`src/rtl/md_cell_pkg.sv`:
```
// Neighbour-cell constants and the {Z,Y,X} cell id to lane slot decode.
// Shared by the force collector return path.
package md_cell_pkg;

  localparam int CELL_ID_WIDTH      = 3;
  localparam int FULL_CELL_ID_WIDTH = 3 * CELL_ID_WIDTH;
  localparam int NUM_NEIGHBOR_CELLS = 13;
  localparam int NUM_SLOTS          = NUM_NEIGHBOR_CELLS + 1;

  localparam logic [CELL_ID_WIDTH-1:0] CELL_1 = 3'b001;
  localparam logic [CELL_ID_WIDTH-1:0] CELL_2 = 3'b010;
  localparam logic [CELL_ID_WIDTH-1:0] CELL_3 = 3'b011;

  typedef struct packed {
    logic       legal;
    logic [3:0] slot;
  } slot_t;

  function automatic slot_t cell_id_to_slot(
    input logic [FULL_CELL_ID_WIDTH-1:0] full_id
  );
    logic [CELL_ID_WIDTH-1:0] x, y, z;
    slot_t r;
    z = full_id[8:6];
    y = full_id[5:3];
    x = full_id[2:0];
    r.legal = 1'b1;
    r.slot  = 4'd0;
    // Items are written in slot-name order: X, Y, Z
    case ({x, y, z})
      {CELL_2, CELL_2, CELL_2}: r.slot = 4'd0;
      {CELL_2, CELL_2, CELL_3}: r.slot = 4'd1;
      {CELL_2, CELL_3, CELL_1}: r.slot = 4'd2;
      {CELL_2, CELL_3, CELL_2}: r.slot = 4'd3;
      {CELL_2, CELL_3, CELL_3}: r.slot = 4'd4;
      {CELL_3, CELL_1, CELL_1}: r.slot = 4'd5;
      {CELL_3, CELL_1, CELL_2}: r.slot = 4'd6;
      {CELL_3, CELL_1, CELL_3}: r.slot = 4'd7;
      {CELL_3, CELL_2, CELL_1}: r.slot = 4'd8;
      {CELL_3, CELL_2, CELL_2}: r.slot = 4'd9;
      {CELL_3, CELL_2, CELL_3}: r.slot = 4'd10;
      {CELL_3, CELL_3, CELL_1}: r.slot = 4'd11;
      {CELL_3, CELL_3, CELL_2}: r.slot = 4'd12;
      {CELL_3, CELL_3, CELL_3}: r.slot = 4'd13;
      default:                  r.legal = 1'b0;
    endcase
    return r;
  endfunction

endpackage

```
`src/rtl/force_data_collector_if.sv`:
```
// Input stream plus 14 per-cell output lanes of the force collector.
// master drives results in and takes lanes out; slave is the collector.
interface force_data_collector_if #(
  parameter int DATA_WIDTH        = 32,
  parameter int PARTICLE_ID_WIDTH = 7
);
  import md_cell_pkg::*;

  logic                                      in_valid;
  logic                                      in_ready;
  logic [FULL_CELL_ID_WIDTH-1:0]             in_cell_id;
  logic [PARTICLE_ID_WIDTH-1:0]              in_particle_id;
  logic [3*DATA_WIDTH-1:0]                   in_force;
  logic [NUM_SLOTS-1:0]                      out_valid;
  logic [NUM_SLOTS-1:0]                      out_ready;
  logic [NUM_SLOTS*PARTICLE_ID_WIDTH-1:0]    out_particle_id;
  logic [NUM_SLOTS*3*DATA_WIDTH-1:0]         out_force;

  modport master (
    output in_valid, in_cell_id, in_particle_id, in_force, out_ready,
    input  in_ready, out_valid, out_particle_id, out_force
  );

  modport slave (
    input  in_valid, in_cell_id, in_particle_id, in_force, out_ready,
    output in_ready, out_valid, out_particle_id, out_force
  );

endinterface

```
`src/rtl/force_lane_buffer.sv`:
```
// One-entry valid/ready holding register for a single cell lane.
// A load wins over a drain on the same edge, so a busy lane never bubbles.
module force_lane_buffer #(
  parameter int W = 103
) (
  input  logic         clk,
  input  logic         rst_n,
  input  logic         load,
  input  logic         ready,
  input  logic [W-1:0] din,
  output logic         valid,
  output logic [W-1:0] dout
);

  always_ff @(posedge clk) begin
    if (!rst_n) begin
      valid <= 1'b0;
      dout  <= '0;
    end else if (load) begin
      valid <= 1'b1;
      dout  <= din;
    end else if (ready) begin
      valid <= 1'b0;
    end
  end

endmodule

```
`src/rtl/force_data_collector.sv`:
```
// Routes tagged partial forces to 14 per-cell lanes with per-lane backpressure.
// FORCE_COLLECTOR_DROP_CNT_EN enables the saturating illegal-id drop counter.
module force_data_collector
  import md_cell_pkg::*;
#(
  parameter int DATA_WIDTH        = 32,
  parameter int PARTICLE_ID_WIDTH = 7
) (
  input  logic                   clk,
  input  logic                   rst_n,
  force_data_collector_if.slave  bus,
  output logic                   all_idle,
  output logic [15:0]            drop_count
);

  localparam int FW = 3 * DATA_WIDTH;
  localparam int PW = PARTICLE_ID_WIDTH + FW;

  logic                          valid_a;
  logic [FULL_CELL_ID_WIDTH-1:0] cell_a;
  logic [PW-1:0]                 pay_a;
  slot_t                         dec_a;
  logic                          lane_free;
  logic                          drain_a;
  logic                          in_ready;
  logic                          accept;
  logic [NUM_SLOTS-1:0]          valid_b;
  logic [NUM_SLOTS-1:0]          load_b;
  logic [PW-1:0]                 pay_b [NUM_SLOTS];

  assign dec_a = cell_id_to_slot(cell_a);

  always_comb begin
    lane_free = 1'b0;
    load_b    = '0;
    if (dec_a.legal) begin
      lane_free = ~valid_b[dec_a.slot] | bus.out_ready[dec_a.slot];
    end
    if (valid_a && dec_a.legal && lane_free) begin
      load_b = NUM_SLOTS'(1) << dec_a.slot;
    end
  end

  // Illegal ids always leave stage A, so they never block the input
  assign drain_a      = valid_a & (~dec_a.legal | lane_free);
  assign in_ready     = ~valid_a | drain_a;
  assign bus.in_ready = in_ready;
  assign accept       = bus.in_valid & in_ready;

  always_ff @(posedge clk) begin
    if (!rst_n) begin
      valid_a <= 1'b0;
      cell_a  <= '0;
      pay_a   <= '0;
    end else if (accept) begin
      valid_a <= 1'b1;
      cell_a  <= bus.in_cell_id;
      pay_a   <= {bus.in_particle_id, bus.in_force};
    end else if (drain_a) begin
      valid_a <= 1'b0;
    end
  end

  for (genvar k = 0; k < NUM_SLOTS; k++) begin : g_lane
    force_lane_buffer #(.W(PW)) u_lane (
      .clk   (clk),
      .rst_n (rst_n),
      .load  (load_b[k]),
      .ready (bus.out_ready[k]),
      .din   (pay_a),
      .valid (valid_b[k]),
      .dout  (pay_b[k])
    );
    assign bus.out_particle_id[k*PARTICLE_ID_WIDTH +: PARTICLE_ID_WIDTH] =
      pay_b[k][PW-1 -: PARTICLE_ID_WIDTH];
    assign bus.out_force[k*FW +: FW] = pay_b[k][FW-1:0];
  end

  assign bus.out_valid = valid_b;
  assign all_idle      = ~valid_a & ~|valid_b;

`ifdef FORCE_COLLECTOR_DROP_CNT_EN
  always_ff @(posedge clk) begin
    if (!rst_n) begin
      drop_count <= '0;
    end else if (valid_a && !dec_a.legal && drop_count != 16'hFFFF) begin
      drop_count <= drop_count + 16'd1;
    end
  end
`else
  assign drop_count = '0;
`endif

endmodule

```
`src/flat_wrapper.sv`:
```
// flat-port wrapper written by rule: the top's interface ports become plain ports
module force_data_collector_flat import md_cell_pkg::*;
#(
  parameter int DATA_WIDTH        = 32,
  parameter int PARTICLE_ID_WIDTH = 7
)
  (clk, rst_n, all_idle, drop_count, bus_in_valid, bus_in_cell_id, bus_in_particle_id, bus_in_force, bus_out_ready, bus_in_ready, bus_out_valid, bus_out_particle_id, bus_out_force);
  force_data_collector_if #(.DATA_WIDTH(DATA_WIDTH), .PARTICLE_ID_WIDTH(PARTICLE_ID_WIDTH)) bus_i ();
  input  logic clk;
  input  logic rst_n;
  output logic all_idle;
  output logic [15:0] drop_count;
  input wire logic [$bits(bus_i.in_valid)-1:0] bus_in_valid;
  input wire logic [$bits(bus_i.in_cell_id)-1:0] bus_in_cell_id;
  input wire logic [$bits(bus_i.in_particle_id)-1:0] bus_in_particle_id;
  input wire logic [$bits(bus_i.in_force)-1:0] bus_in_force;
  input wire logic [$bits(bus_i.out_ready)-1:0] bus_out_ready;
  output wire logic [$bits(bus_i.in_ready)-1:0] bus_in_ready;
  output wire logic [$bits(bus_i.out_valid)-1:0] bus_out_valid;
  output wire logic [$bits(bus_i.out_particle_id)-1:0] bus_out_particle_id;
  output wire logic [$bits(bus_i.out_force)-1:0] bus_out_force;
  assign bus_i.in_valid = bus_in_valid;
  assign bus_i.in_cell_id = bus_in_cell_id;
  assign bus_i.in_particle_id = bus_in_particle_id;
  assign bus_i.in_force = bus_in_force;
  assign bus_i.out_ready = bus_out_ready;
  assign bus_in_ready = bus_i.in_ready;
  assign bus_out_valid = bus_i.out_valid;
  assign bus_out_particle_id = bus_i.out_particle_id;
  assign bus_out_force = bus_i.out_force;
  force_data_collector #(.DATA_WIDTH(DATA_WIDTH), .PARTICLE_ID_WIDTH(PARTICLE_ID_WIDTH)) u_core (.clk(clk), .rst_n(rst_n), .bus(bus_i), .all_idle(all_idle), .drop_count(drop_count));
endmodule
```
`config.mk`:
```
export PLATFORM = sky130hd
export DESIGN_NAME = force_data_collector_flat
export DESIGN_NICKNAME = d
export VERILOG_FILES = /design/src/rtl/md_cell_pkg.sv /design/src/rtl/force_data_collector_if.sv /design/src/rtl/force_lane_buffer.sv /design/src/rtl/force_data_collector.sv /design/src/flat_wrapper.sv
export SDC_FILE = /design/constraint.sdc
export NUM_CORES = 2
export LEC_CHECK = 0
export CAP_MARGIN = 25
export CORE_AREA = 5 5 614 616
export DETAILED_ROUTE_END_ITERATION = 8
export DIE_AREA = 0 0 619 621
export HOLD_SLACK_MARGIN = 0.1
export RECOVER_POWER = 100
export SYNTH_ARGS = -nofsm -noshare
export SYNTH_HDL_FRONTEND = slang
export SYNTH_SLANG_ARGS = --single-unit
```
`constraint.sdc`:
```
create_clock -name clk -period 7.1 [get_ports clk]
set_clock_uncertainty 0.1 [all_clocks]
set_input_delay 1.42 -clock clk [delete_from_list [all_inputs] [get_ports clk]]
set_output_delay 1.42 -clock clk [all_outputs]
set_load 0.05 [all_outputs]
```
==> flow_summary.json <==
{
  "grt_use_met2_pct": 25.4,
  "die_height_um": 621,
  "die_w_um": 619,
  "status": "complete, but fails checks",
  "min_period_ns": 6.87,
  "holdCritPathClass": "reg2reg",
  "multi_input_area_um2": 22900,
  "gr-usage-met3_pct": 3.56,
  "grt_pass1_wl_um": 399000,
  "fin_util_pct": 22.6,
  "synth_warnings": 0,
  "htreeDepth": 4,
  "grt_antenna_before_repair": 42,
  "synth_cells": 5686,
  "finalSetupTns_ns": 0,
  "worstPathRequired_ns": 7.70,
  "nets": 7186,
  "power_leakage_nw": 37.5,
  "synth_top_area_cell": "dfxtp_1",
  "gp_congestion": 0.794,
  "drive_above_1_share_pct": 5.67,
  "path_buf_inv": 3,
  "synth_edf_count": 0,
  "clkLatencyLatePin_ns": 0.85,
  "cts_tree": "done",
  "dpl.hpwl_um": 227000,
  "clockBufferDepth": 4,
  "drv_cap": 28,
  "synthArstFlopShare_pct": 0,
  "synth_area_leaders": "dfxtp_1 55%, mux2i_1 20%, nand2_1 9.7%",
  "relSlewSlack_pct": -115,
  "syn-mean-instance-area_um2": 9.96,
  "fill_cells": 40200,
  "first_global_vias": 44500,
  "seq_area_um2": 31400,
  "drt_pass1_iterations": 5,
  "track_usage_pct": 14.8,
  "synth_top_area_share_pct": 55.4,
  "syn-cell-area_um2": 56700,
  "hold_viol": 0,
  "portBuffers": 1586,
  "grt_util_met1_pct": 17.9,
  "via_per_inst": 3.80,
  "finalCritPeriodShare_pct": 96.8,
  "postCtsHoldBufs": 0,
  "num_vias": 46400,
  "wire_per_inst_um": 24.7,
  "startpoint_type": "register",
  "coreArea_um2": 371000,
  "path_delay_family": "buffers and inverters",
  "ys_ff_latch": 1569,
  "finalPower_mw": 19.3,
  "clock.fmax_mhz": 145,
  "dieArea_um2": 384000,
  "rsz0062_at_grt": "no",
  "finalSetupViolCount": 0,
  "critPathKind": "reg2reg",
  "antenna_left": 0,
  "drv_slew": 984,
  "ys_seq_area_share_pct": 55.4,
  "powerDensity_nw_per_um2": 231,
  "cp_slowest_stage_delay_ns": 1.83,
  "cts.reportedPaths.clkPinSlew_ns": 0.06,
  "wl_um": 301000,
  "ir_drop_mv": 0.186,
  "cp.arrival_ns": 7.47,
  "grt_max_degree": 183,
  "violations": "capacitance limit, slew limit",
  "cts.sinks": 1569,
  "grt_overflow": 0,
  "path_cells": "nor2b_1 -> o2111a_1 -> a21oi_4 -> mux2i_2 -> clkbuf_1 -> o2111a_1 -> a21o_1 -> o21ai_2 -> nand3_4 -> clkbuf_1 -> clkbuf_4 -> mux2i_1",
  "ios": 1603,
  "path_max_fanout": 24,
  "numCtsBuffers": 185,
  "slowest_stage": "clkbuf_1",
  "num_rows": 224,
  "drt_iter0_drc": 2945,
  "cts_root_buf": "clkbuf_16",
  "synthToLayoutAreaGrowth_pct": 47.8,
  "grt-busiest-layer": "met2",
  "dominantRegCellSynth": "dfxtp_1",
  "start_util_pct": 15.3,
  "drc": 0,
  "synth.distinct_cells": 56,
  "whs_ns": 0.352,
  "endpoint_kind": "register",
  "tightest_slew_ns": 3.22
}
-- layout by cell type (no fill, tap or decap), types with 42 or more instances in the layout --
cell type,count
a21boi_0,215
clkbuf_16,185
clkbuf_1,76
clkdlybuf4s50_1,127
mux2i_1,1146
clkbuf_8,42
nand3_1,212
dlygate4sd3_1,1444
o21ai_0,211
nor2b_1,214
dfxtp_1,1569
buf_4,51
nand2_1,1469
-- worst min-delay path: stages, from the launching register on --
cell and delay [ns]:
dfxtp_1 0.30, nand2_1 0.05, mux2i_1 0.05
-- layer usage --
metal	share of wire [%]	routed length (um)
met5	0.018	55
met3	7.0	21100
met2	48	144000
met1	41	123000
met4	4.4	13300
-- layout make-up --
class	count	area share [%]
clock buffer	267	6.40
sequential	1569	37.5
timing repair buffer	1712	20.3
inverter	4	0.0179
clock inverter	62	0.892
tap	4972	7.43
antenna	19	0.0568
multi-input combinational	3585	27.4
-- path summary, 6_finish.rpt --
| kind | from | end | slack (ns) | depth (start not counted) |
|---|---|---|---|---|
| worst max-delay path | u_core.cell_a[7] | u_core.g_lane[13].u_lane.dout[58] | 0.23 | 12 |
| worst min-delay path | u_core.g_lane[2].u_lane.dout[58] | u_core.g_lane[2].u_lane.dout[58] | 0.35 | 2 |
| worst max register to register | u_core.cell_a[7] | u_core.g_lane[13].u_lane.dout[58] | 0.23 | 12 |
| worst min register to register | u_core.g_lane[2].u_lane.dout[58] | u_core.g_lane[2].u_lane.dout[58] | 0.35 | 2 |
-- synthesized netlist by cell type, types with 6 or more instances --
library cell and n:
nand2_1 1469, buf_1 15, buf_6 6, dfxtp_1 1569, o21ai_0 210, buf_4 42
a21boi_0 189, a21boi_1 29, nor2_1 6, nand2b_1 13, nor2b_1 215, clkbuf_1 352
nand3_1 215, mux2i_1 1148, buf_2 128
-- sequential cells by signal (all words and copies together) (netlist names) --
signal / flops
u_core.pay_a: 103
u_core.g_lane.u_lane.dout: 1442
u_core.cell_a: 9
u_core.g_lane.u_lane.valid: 14
u_core.valid_a: 1
-- power by group --
group / internal, mW / leakage (nW) / total, mW / switching [mW]
Clock: 5.57 / 3.00 / 9.71 / 4.14
Sequential: 8.84 / 12.7 / 9.00 / 0.156
Combinational: 0.184 / 21.9 / 0.620 / 0.436
Total: 14.6 / 37.5 / 19.3 / 4.73
-- repair_timing --
action                     in CTS  in global routing
resized for setup               0                  0
buffers inserted                0                  2
setup endpoints to repair       0                  1
-- logic make-up (layout without fill, tap and decap cells) --
| family | after synthesis | after routing | synth area share, % |
|---|---|---|---|
| buf+inv | 547 | 2045 | 4.26 |
| flops | 1569 | 1569 | 55.4 |
| xor+xnor | 2 | 2 | 0.0309 |
| compound gates | 462 | 462 | 5.24 |
| other cells | 1 | 35 | 0.00662 |
| mux | 1148 | 1148 | 20.3 |
| simple gates | 1956 | 1956 | 14.7 |
| fa+ha+maj | 1 | 1 | 0.0177 |
-- stage by stage --
step	instances	instance area (um2)	worst slack [ns]
after floorplan	5701	56700	2.80
after global placement	11800	77700	0.712
after detailed placement	11800	78000	0.710
after CTS	12200	84100	0.127
after global routing	12200	83700	0.156
final	12200	83700	0.226
Power figures use the tool's default switching activity.
